$ cat config.mk
export PLATFORM = sky130hd
export DESIGN_NAME = rom_image_loader
export DESIGN_NICKNAME = d
export VERILOG_FILES = /design/src/rtl/rom_image_loader.sv
export SDC_FILE = /design/constraint.sdc
export NUM_CORES = 1
export LEC_CHECK = 0
export ABC_CLOCK_PERIOD_IN_PS = 2100
export BUFFER_PORTS_ARGS = -buffer_cell sky130_fd_sc_hd__buf_2
export CORE_MARGIN = 2
export CORE_UTILIZATION = 51
export CTS_BUF_LIST = sky130_fd_sc_hd__clkbuf_16
export CTS_CLUSTER_DIAMETER = 80
export DETAILED_ROUTE_END_ITERATION = 6
export PLACE_DENSITY = 0.76
export SETUP_SLACK_MARGIN = 0.5
export SYNTH_ARGS = -nofsm -noshare
export SYNTH_HDL_FRONTEND = slang
export SYNTH_SLANG_ARGS = --single-unit
$ cat constraint.sdc
create_clock -name clock0 -period 2.1 [get_ports clock0]
set_input_delay 0.315 -clock clock0 [delete_from_list [all_inputs] [get_ports clock0]]
set_output_delay 0.315 -clock clock0 [all_outputs]
set_load 0.005 [all_outputs]
$ cat src/rtl/rom_image_loader.sv
// Streams a memory image into a RAM write port, then reads the RAM back and
// compares additive 16-bit checksums of the written and read-back data.
module rom_image_loader #(
    parameter int ADDR_WIDTH   = 7,
    parameter int DATA_WIDTH   = 8,
    parameter int DEPTH        = 128,
    parameter int READ_LATENCY = 1
) (
    input  logic                  clock0,
    input  logic                  reset,
    input  logic                  start,
    input  logic [DATA_WIDTH-1:0] in_data,
    input  logic                  in_valid,
    output logic                  in_ready,
    output logic                  mem_we,
    output logic [ADDR_WIDTH-1:0] mem_waddr,
    output logic [DATA_WIDTH-1:0] mem_wdata,
    output logic                  mem_re,
    output logic [ADDR_WIDTH-1:0] mem_raddr,
    input  logic [DATA_WIDTH-1:0] mem_rdata,
    output logic                  busy,
    output logic                  done,
    output logic                  pass,
    output logic [15:0]           load_sum
);

    typedef enum logic [2:0] {IDLE, LOAD, READ, DRAIN, DONE} state_t;

    localparam logic [ADDR_WIDTH-1:0] LAST = ADDR_WIDTH'(DEPTH - 1);

    state_t                  state;
    state_t                  state_next;
    logic [ADDR_WIDTH-1:0]   wcount;
    logic [ADDR_WIDTH-1:0]   rcount;
    logic [15:0]             read_sum;
    logic [READ_LATENCY-1:0] vpipe;
    logic [READ_LATENCY-1:0] vpipe_next;
    logic [READ_LATENCY:0]   vshift;
    logic                    handshake;
    logic                    start_ok;
    logic                    last_w;
    logic                    last_r;

    // Pipeline contents after the coming edge; DRAIN ends once this is empty.
    assign vshift     = {vpipe, mem_re};
    assign vpipe_next = vshift[READ_LATENCY-1:0];
    assign handshake  = in_valid & in_ready;
    assign start_ok   = start & ((state == IDLE) | (state == DONE));
    assign last_w     = (wcount == LAST);
    assign last_r     = (rcount == LAST);

    always_ff @(posedge clock0 or posedge reset) begin
        if (reset) state <= IDLE;
        else       state <= state_next;
    end

    always_comb begin
        state_next = state;
        unique case (state)
            IDLE, DONE: if (start) state_next = LOAD;
            LOAD:  if (handshake && last_w) state_next = READ;
            READ:  if (last_r) state_next = DRAIN;
            DRAIN: if (vpipe_next == '0) state_next = DONE;
            default: state_next = IDLE;
        endcase
    end

    always_comb begin
        in_ready = (state == LOAD);
        busy     = (state == LOAD) | (state == READ) | (state == DRAIN);
        done     = (state == DONE);
        pass     = (state == DONE) & (read_sum == load_sum);
    end

    always_ff @(posedge clock0 or posedge reset) begin
        if (reset) begin
            mem_we    <= 1'b0;
            mem_waddr <= '0;
            mem_wdata <= '0;
            mem_re    <= 1'b0;
            mem_raddr <= '0;
            wcount    <= '0;
            rcount    <= '0;
            load_sum  <= '0;
            read_sum  <= '0;
            vpipe     <= '0;
        end else begin
            mem_we <= handshake;
            if (handshake) begin
                mem_waddr <= wcount;
                mem_wdata <= in_data;
                load_sum  <= load_sum + 16'(in_data);
                if (!last_w) wcount <= wcount + 1'b1;
            end
            mem_re <= (state == READ);
            if (state == READ) begin
                mem_raddr <= rcount;
                if (!last_r) rcount <= rcount + 1'b1;
            end
            vpipe <= vpipe_next;
            if (vpipe[READ_LATENCY-1]) read_sum <= read_sum + 16'(mem_rdata);
            if (start_ok) begin
                load_sum <= '0;
                read_sum <= '0;
                wcount   <= '0;
                rcount   <= '0;
            end
        end
    end

endmodule

Word level (Yosys, flattened, before mapping). Cells that the tools add are included.

Flip-flop bits (word level): 74. Input bits: 20. Output and inout port bits: 44. Logic and storage cells: 58.

Add/subtract/negate cells: 4. Equality and inequality tests: 13. Multiplexer cells: 15. Bitwise gates (word level): 6. Reductions and logical operators: 9.

Operators with widths (number): $mux W16 (4); $mux W7 (6); $add A16 B8 Y16 (2); $eq A16 B16 Y1 (1); $add A7 B1 Y7 const B (2); $eq A7 B7 Y1 const B (2); $mux W3 (4); $pmux W3 S4 (1); $ne A2 B2 Y1 const B (5); $eq A3 B2 Y1 const B (2); $reduce_bool A2 Y1 (3); $reduce_and A2 Y1 (2); $reduce_and A4 Y1 (1); $and A1 B1 Y1 (3); $eq A3 B1 Y1 const B (1); $eq A3 B3 Y1 const B (1); $logic_not A3 Y1 (1); $or A1 B1 Y1 (3); $ne A2 B1 Y1 const B (1); $reduce_or A2 Y1 (1); $logic_and A1 B1 Y1 (1).

Longest topological paths before layout. Gate-level depths: netlist of run 1.

Depth after elaboration: 5. Gate-level depth with buffers: 7. Depth with buffers taken out: 7.

Worst setup path after synthesis of run 1. No wires, ideal clock.

Path kind: register -> register. Start point: reg read_sum[0]. End point: reg read_sum[8]. Setup time: 0.120 ns. Data arrival time: 1.926 ns. Data required time: 1.980 ns. Slack: 0.054 ns. Stages on the path, launching flop included: 8. Path buffers: 0. Period minus slack after synthesis: 2.046 ns. Cells stage by stage: dfrtp_1 -> ha_1 -> fa_1 -> a21o_2 -> nand4_1 -> a21oi_2 -> or3_1 -> and3_1.

Word-level cells in the longest chain between the ends: 3.

Ends and longest elaborated chain: start: declaration (line 35) `logic [15:0] read_sum;`; start signal: assignment (line 101) `if (vpipe[READ_LATENCY-1]) read_sum <= read_sum + 16'(mem_rdata);`; $add A16 B8 Y16 (line 101); $mux W16 (line 101); $mux W16 (line 102) `if (start_ok) begin`.

No other way between the ends. The select of a mux whose other input is x is not followed. A chain may end at the register's enable or synchronous reset.

Worst setup path in the final report of run 1.
Start point: reg load_sum[5]. End point: out pass.

Word-level cells in the longest chain between the ends: 2.

Ends and longest elaborated chain: start: declaration (line 24) `output logic [15:0] load_sum`; start signal: assignment (line 92) `load_sum <= load_sum + 16'(in_data);`; $eq A16 B16 Y1 (line 72) `pass = (state == DONE) & (read_sum == load_sum);`; $and A1 B1 Y1 (line 72); end: declaration (line 23) `output logic pass,`.

No other way between the ends.

==> impl_metrics.csv, run 1 <==
group,metric,value,unit
sta,worst_pin_slew,457,ps
placed_design,routabilityCongestion,0.870,
clock_tree,clk_latency,330,ps
floorplanning,chipHeight,93.5,um
setup_path,crit_type,"flop to primary output",
pwr,irDropWorstVdd,0.000599,V
sta,min_period,2010,ps
yosys,synth_most_common_cell,"dfrtp_1",
yosys,synth_area,4080,um^2
setup_path,worstRegToRegCells,7,
yosys,synthArstFlopShare,1.00,
floorplanning,pin_count,64,
pwr,p_int,3.55,mW
layout,num-nets-final,562,
clock_tree,cts.clk_slew.worst_paths,60,ps
floorplanning,rows,32,
floorplanning,dieArea,8730,um^2
setup_path,crit_buf_inv,2,
run_status,status,"finished, final reports clean",
floorplanning,start_util,0.528,
floorplanning,die_x,93.5,um
drt,wl_per_cell,17.8,um
setup_path,slowest_stage,"dfrtp_1",
yosys,yosys.area.top_type,"dfrtp_1",
layout,fill_cells,513,
clock_tree,ctsHtreeMaxLevel,3,
pwr,clkPwrFrac,0.251,
clock_tree,clockBufferDepth,2,
drt,via_per_inst,5.81,
pwr,p_switching,1.95,mW
pwr,pwr-share-comb,0.399,
placed_design,dp_cells,567,
yosys,synth_area_leaders,"dfrtp_1 (45%), nand2_1 (6.5%), ha_1 (5.5%)",
setup_path,start_kind,"flop",
sta,finalClockSkew,5.92,ps
yosys,syn_area_per_cell,10.1,um^2
pwr,switching_share,0.354,
drt,postRouteWirelength,11200,um
global_route,antenna_found_initial,0,
setup_path,critPathMaxStageDelay,400,ps
drt,drt.antenna.violating_nets,0,
pwr,cellPowerDensity,962,nW/um^2
drt,vias,3656,
drt,firstDrtPassIters,5,
setup_path,crit_chain,"buf_6 -> xor2_1 -> nor4_1 -> nand3_1 -> nor3_2 -> buf_2",
setup_path,crit_arrival,1690,ps
floorplanning,fp.coreArea,7730,um^2
worst_hold_path,hold_path_class,"input pin to asynchronous set/reset pin",
yosys,ys.flop_type,"dfrtp_1",
sta,hold_viol,0,
yosys,synth_edf_count,0,
placed_design,portBuffers,63,
clock_tree,hold_buffers,0,
yosys,yosysUniqueCellTypes,57,
sta,period_share,0.955,
clock_tree,numClockSinks,74,
yosys,syn-num-nets,443,
sta,rsz0062_at_grt,"yes",
pwr,p_leak,2.75,nW
sta,setup_tns,0,ps
global_route,grt_pass1_wl,16800,um
setup_path,crit_family,"simple AND/OR/NAND/NOR gates",
pwr,power_frac_seq,0.350,
yosys,synthCells,403,
flow_run,cap_viol_max_count,0,
yosys,yosysSeqAreaShare,0.454,
yosys,yosysWarnings,0,
drt,drcViolationCount,0,
global_route,gr-usage-all-layers,0.246,
sta,fmax,0.499,GHz
clock_tree,cts_tree,"yes",
clock_tree,clock-root-buffer,"clkbuf_16",
drt,drt-initial-drc-count,200,
placed_design,place_hpwl,6530,um
global_route,grt.overflow.total,0,
layout,antennaDiodeCount,0,
layout,area_delta_synth_final,39.9,%
setup_path,critPathCaptureType,"primary output",
sta,setup_violations,0,
layout,drive_above_1_share,0.433,
sta,relSlewSlack,0.694,
setup_path,reg2reg_from,"read_sum[0]$_DFFE_PP0P_",
yosys,synth_top_cell_area_share,0.454,
setup_path,worst_ep_required_time,1780,ps
global_route,grt_pass1_vias,3499,
sta,drv_slew,0,
global_route,grt_max_degree,75,
setup_path,timing.rr.end,"read_sum[8]$_DFFE_PP0P_",
setup_path,reg2reg_setup_slack,120,ps
clock_tree,numCtsBuffers,9,
yosys,yosys-top-cells-count,"dfrtp_1 (74), nand2_1 (71), nor2_1 (23)",
yosys,ys_seq_elements,74,
layout,stdcell_count,629,
setup_path,worstPathMaxFanout,2,
==> registers in the layout, indices dropped and copies added, names as in the netlist, 3 cells and up <==
signal     count
mem_raddr      7
mem_waddr      7
mem_wdata      8
state          3
read_sum      16
rcount         7
load_sum      16
wcount         7
==> timing repair <==
action | 4_1_cts | 5_1_grt
endpoints found under the setup margin | 35 | 51
gates cloned | 0 | 1
setup buffers | 28 | 17
endpoints found under the hold margin | 0 | 0
gates resized for setup | 54 | 39
pin swaps | 36 | 35
==> area by class of cell <==
cell class | instances | area [um^2] | area share
Multi-Input combinational cell | 312 | 2560 | 0.449
Inverter | 5 | 37.5 | 0.00658
Clock inverter | 7 | 38.8 | 0.00680
Sequential cell | 74 | 1870 | 0.328
Tap cell | 102 | 128 | 0.0224
Timing Repair inverter | 1 | 8.76 | 0.00153
Clock buffer | 9 | 225 | 0.0395
Timing Repair Buffer | 119 | 838 | 0.147
==> how the worst max path moves through the flow <==
stage	startpoint	to	depth (start not counted)
2_1_floorplan	read_sum[0]$_DFFE_PP0P_	read_sum[8]$_DFFE_PP0P_	7
3_3_place_gp	mem_rdata[0]	read_sum[8]$_DFFE_PP0P_	8
3_5_place_dp	mem_rdata[0]	read_sum[8]$_DFFE_PP0P_	8
4_1_cts	load_sum[5]$_DFFE_PP0P_	pass	6
5_1_grt	load_sum[5]$_DFFE_PP0P_	pass	6
6_report	load_sum[5]$_DFFE_PP0P_	pass	6
==> placed cells by master (no fill, tap or decap), types with 5 or more instances in the layout <==
cell and count:
clkbuf_16 9, mux2i_1 8, buf_6 14, a21oi_2 9, dfrtp_2 15, mux2_2 7
buf_4 38, and4_1 5, nand4_1 9, a21oi_1 8, o21ai_1 13, nand3_1 11
ha_4 14, nand3b_1 5, xor2_1 20, dfrtp_1 59, nor2_1 21, buf_2 63
a21o_1 6, xnor2_1 13, o21ai_0 8, nand2_1 68
==> layer usage <==
metal  routed length (um)  vias to the layer above  global-route usage
met2                 5370                      150               0.394
met3                  726                       32              0.0371
li1                     -                     1681                   -
met5                    0                        -                   0
met1                 4780                     1793               0.339
met4                  344                        0              0.0944
==> kinds of logic (layout without fill, tap and decap cells) <==
logic type / after synthesis / after routing / share of synthesized area
buf+inv: 17 / 141 / 0.0236
xor+xnor: 37 / 37 / 0.0794
mux: 15 / 15 / 0.0389
flops: 74 / 74 / 0.454
compound gates: 86 / 86 / 0.154
fa+ha+maj: 20 / 20 / 0.0650
simple gates: 154 / 154 / 0.186
==> through the flow <==
stage	power [mW]	setup slack (ps)	utilization	area (um^2)	hold slack, ps
floorplan	2.90	146	-	4170	402
global placement	3.31	94.4	0.601	4650	431
detailed placement	3.36	56.4	0.601	4650	427
CTS	5.07	103	0.700	5410	105
global route	5.77	24.2	0.739	5710	122
finish	5.49	94.9	0.739	5710	86.1
==> worst min-delay path: stages <==
cell        delay [ps]
buf_2              110
clkinvlp_4          70
buf_12             340
==> power groups by stage <==
stage,logic (mW),registers [mW],clock network (mW)
final,2.19,1.92,1.38
after global routing,2.36,1.95,1.46
after CTS,1.77,1.91,1.39
after detailed placement,1.41,1.95,0
after global placement,1.37,1.94,0
after floorplan,1.00,1.89,0
No activity file was read; power rests on OpenSTA's default activity.
==> run 2, diff against run 1 <==
--- a/config.mk
+++ b/config.mk
@@ -5,14 +5,14 @@
 export SDC_FILE = /design/constraint.sdc
 export NUM_CORES = 1
 export LEC_CHECK = 0
+export ABC_AREA = 1
 export ABC_CLOCK_PERIOD_IN_PS = 2100
 export BUFFER_PORTS_ARGS = -buffer_cell sky130_fd_sc_hd__buf_2
 export CORE_MARGIN = 2
-export CORE_UTILIZATION = 51
+export CORE_UTILIZATION = 30
 export CTS_BUF_LIST = sky130_fd_sc_hd__clkbuf_16
 export CTS_CLUSTER_DIAMETER = 80
 export DETAILED_ROUTE_END_ITERATION = 6
-export PLACE_DENSITY = 0.76
 export SETUP_SLACK_MARGIN = 0.5
 export SYNTH_ARGS = -nofsm -noshare
 export SYNTH_HDL_FRONTEND = slang
==> run 2 against run 1 <==
Worst hold slack worse by 11 ps. Critical path depth is 2 higher. Critical path type unchanged. Setup slack better by 100 ps.
==> impl_metrics.csv, run 2 <==
group,metric,value,unit
yosys,synth_area_leaders,"dfrtp_1 (42%), nand2_1 (16%), inv_1 (6.2%)",
setup_path,crit_type,"flop to primary output",
floorplanning,start_util,0.304,
sta,finalClockSkew,8.24,ps
drt,wl_met3,663,um
clock_tree,clockBufferDepth,2,
floorplanning,fp.coreArea,14400,um^2
layout,final_core_util,0.436,
sta,setup_tns,0,ps
yosys,synthCells,596,
placed_design,routabilityCongestion,0.890,
drt,wl_met1,5980,um
yosys,yosysUniqueCellTypes,36,
drt,wl_per_cell,14.3,um
clock_tree,clock-root-buffer,"clkbuf_16",
sta,min_period,1900,ps
layout,fill_cells,1431,
sta,hold_viol,0,
sta,period_share,0.907,
worst_hold_path,hold_path_class,"input pin to asynchronous set/reset pin",
clock_tree,numCtsBuffers,9,
drt,dr_wl_met2,6070,um
layout,final_common_cell,"nand2_1",
sta,setup_violations,0,
drt,postRouteWirelength,12900,um
yosys,ys.flop_type,"dfrtp_1",
floorplanning,rows,44,
clock_tree,cts.clk_slew.worst_paths,60,ps
yosys,synth_top_cell_area_share,0.422,
clock_tree,ctsHtreeMaxLevel,3,
yosys,synth_edf_count,0,
setup_path,crit_arrival,1590,ps
clock_tree,cts_tree,"yes",
yosys,ys_seq_elements,74,
floorplanning,chipHeight,125,um
setup_path,start_kind,"flop",
setup_path,worst_ep_required_time,1780,ps
sta,whs,75.1,ps
layout,reg_top3,"load_sum x16, read_sum x16, mem_wdata x8",
setup_path,reg2reg_setup_slack,360,ps
drt,drt.antenna.violating_nets,0,
sta,relSlewSlack,0.717,
floorplanning,die_x,125,um
drt,drcViolationCount,0,
layout,area_delta_synth_final,43.3,%
floorplanning,dieArea,15600,um^2
sta,worst_pin_slew,425,ps
global_route,grt_pass1_vias,4077,
clock_tree,numClockSinks,74,
run_status,status,"finished, final reports clean",
sta,drv_slew,0,
layout,antennaDiodeCount,0,
placed_design,place_hpwl,8390,um
layout,stdcell_count,898,
drt,top_layer_used,"met4",
floorplanning,pin_count,64,
yosys,synth_area,4390,um^2
clock_tree,clk_latency,340,ps
yosys,yosys.area.top_type,"dfrtp_1",
yosys,syn-num-nets,636,
setup_path,critPathMaxStageDelay,430,ps
setup_path,worst_path_most_repeated_cell,"nor2_4",
pwr,irDropWorstVdd,0.000518,V
placed_design,portBuffers,63,
layout,most-common-layout-cells,"nand2_1 (164), inv_1 (67), buf_2 (62)",
flow_run,cap_viol_max_count,0,
drt,via_per_inst,4.80,
layout,drive_above_1_share,0.359,
global_route,gr-usage-all-layers,0.155,
global_route,grt.overflow.total,0,
setup_path,crit_chain,"nor2_4 -> inv_2 -> nor2_4 -> nand3_2 -> nor3_2 -> nand3_1 -> nor2_1 -> buf_2",
setup_path,critPathCaptureType,"primary output",
placed_design,dp_cells,836,
yosys,synthArstFlopShare,1.00,
global_route,grt_max_degree,75,
yosys,yosysSeqAreaShare,0.422,
yosys,yosysWarnings,0,
setup_path,worstPathMaxFanout,3,
yosys,syn_area_per_cell,7.36,um^2
pwr,p_leak,3.09,nW
drt,firstDrtPassIters,5,
sta,rsz0062_at_grt,"yes",
global_route,grt_pass1_wl,19900,um
drt,drt-initial-drc-count,269,
yosys,yosys-top-cells-count,"nand2_1 (185), dfrtp_1 (74), inv_1 (72)",
sta,fmax,0.525,GHz
yosys,synth_most_common_cell,"nand2_1",
global_route,antenna_found_initial,0,
layout,num-nets-final,749,
drt,vias,4307,
pwr,cellPowerDensity,1260,nW/um^2
setup_path,slowest_stage,"dfrtp_2",
==> run 2: cell types whose count changed after synthesis, sizes merged, moves of 12 or more <==
cell	change
nand3	+42
inv	+73
nor2	+30
xor2	-13
nand2	+115
xnor2	-12
o21ai	+18
==> run 2: logic make-up after synthesis <==
logic type | Yosys count | share of synthesized area
AOI/OAI and AO/OA | 83 | 0.105
xor gates and xnor gates | 12 | 0.0239
adders and majority gates | 20 | 0.0604
buffers and inverters | 89 | 0.0832
DFF | 74 | 0.422
and+or+nand+nor | 318 | 0.305
==> run 2: critical path, delay by kind of cell (launching register included) <==
| kind | cells | cell delay (ps) |
|---|---|---|
| and+or+nand+nor | 6 | 630 |
| DFF | 1 | 430 |
| buffers and inverters | 2 | 180 |
==> run 2: power breakdown <==
group	total, mW	internal [mW]	leakage [nW]	switching [mW]
logic	4.11	1.87	1.96	2.24
registers	2.24	1.83	0.978	0.416
clock network	1.58	0.928	0.146	0.654
==> run 2: metrics by stage <==
stage               total power [mW]  cell area [um^2]  worst slack (ps)
finish                          7.94              6290               196
global route                    8.54              6290              65.4
CTS                             6.98              5610               189
detailed placement              4.92              4930               262
global placement                4.91              4930               299
floorplan                       4.06              4400               416
==> run 2: cell type report <==
| cell class | instances | area, um^2 | area share |
|---|---|---|---|
| Clock buffer | 9 | 225 | 0.0358 |
| Clock inverter | 7 | 77.6 | 0.0123 |
| Inverter | 77 | 308 | 0.0489 |
| Multi-Input combinational cell | 433 | 2770 | 0.441 |
| Sequential cell | 74 | 1870 | 0.297 |
| Tap cell | 184 | 230 | 0.0366 |
| Timing Repair Buffer | 114 | 810 | 0.129 |
==> run 2: path summary, 6_finish.rpt <==
kind	start	endpoint	depth (start not counted)
hold reg to reg	mem_re$_DFF_PP0_	vpipe$_DFF_PP0_	0
setup reg to reg	state[1]$_DFFE_PP0P_	load_sum[12]$_DFFE_PP0P_	9
min in group clock0	in_data[5]	mem_wdata[5]$_DFFE_PP0P_	3
max in group asynchronous	reset	read_sum[6]$_DFFE_PP0P_	3
hold / removal	reset	mem_raddr[2]$_DFFE_PP0P_	3
setup / recovery	state[0]$_DFFE_PP0P_	pass	8
==> run 2: timing repair <==
item	CTS	global route
pin swaps	15	25
resized for setup	57	106
buffers inserted	13	32
hold buffers	0	0
endpoints found under the setup margin	24	41
gates cloned	0	1
==> run 2: metal layers <==
layer | track usage | up-vias
met5 | 0 | -
met4 | 0.0399 | 0
li1 | - | 2153
met2 | 0.253 | 103
met3 | 0.0411 | 13
met1 | 0.206 | 2038
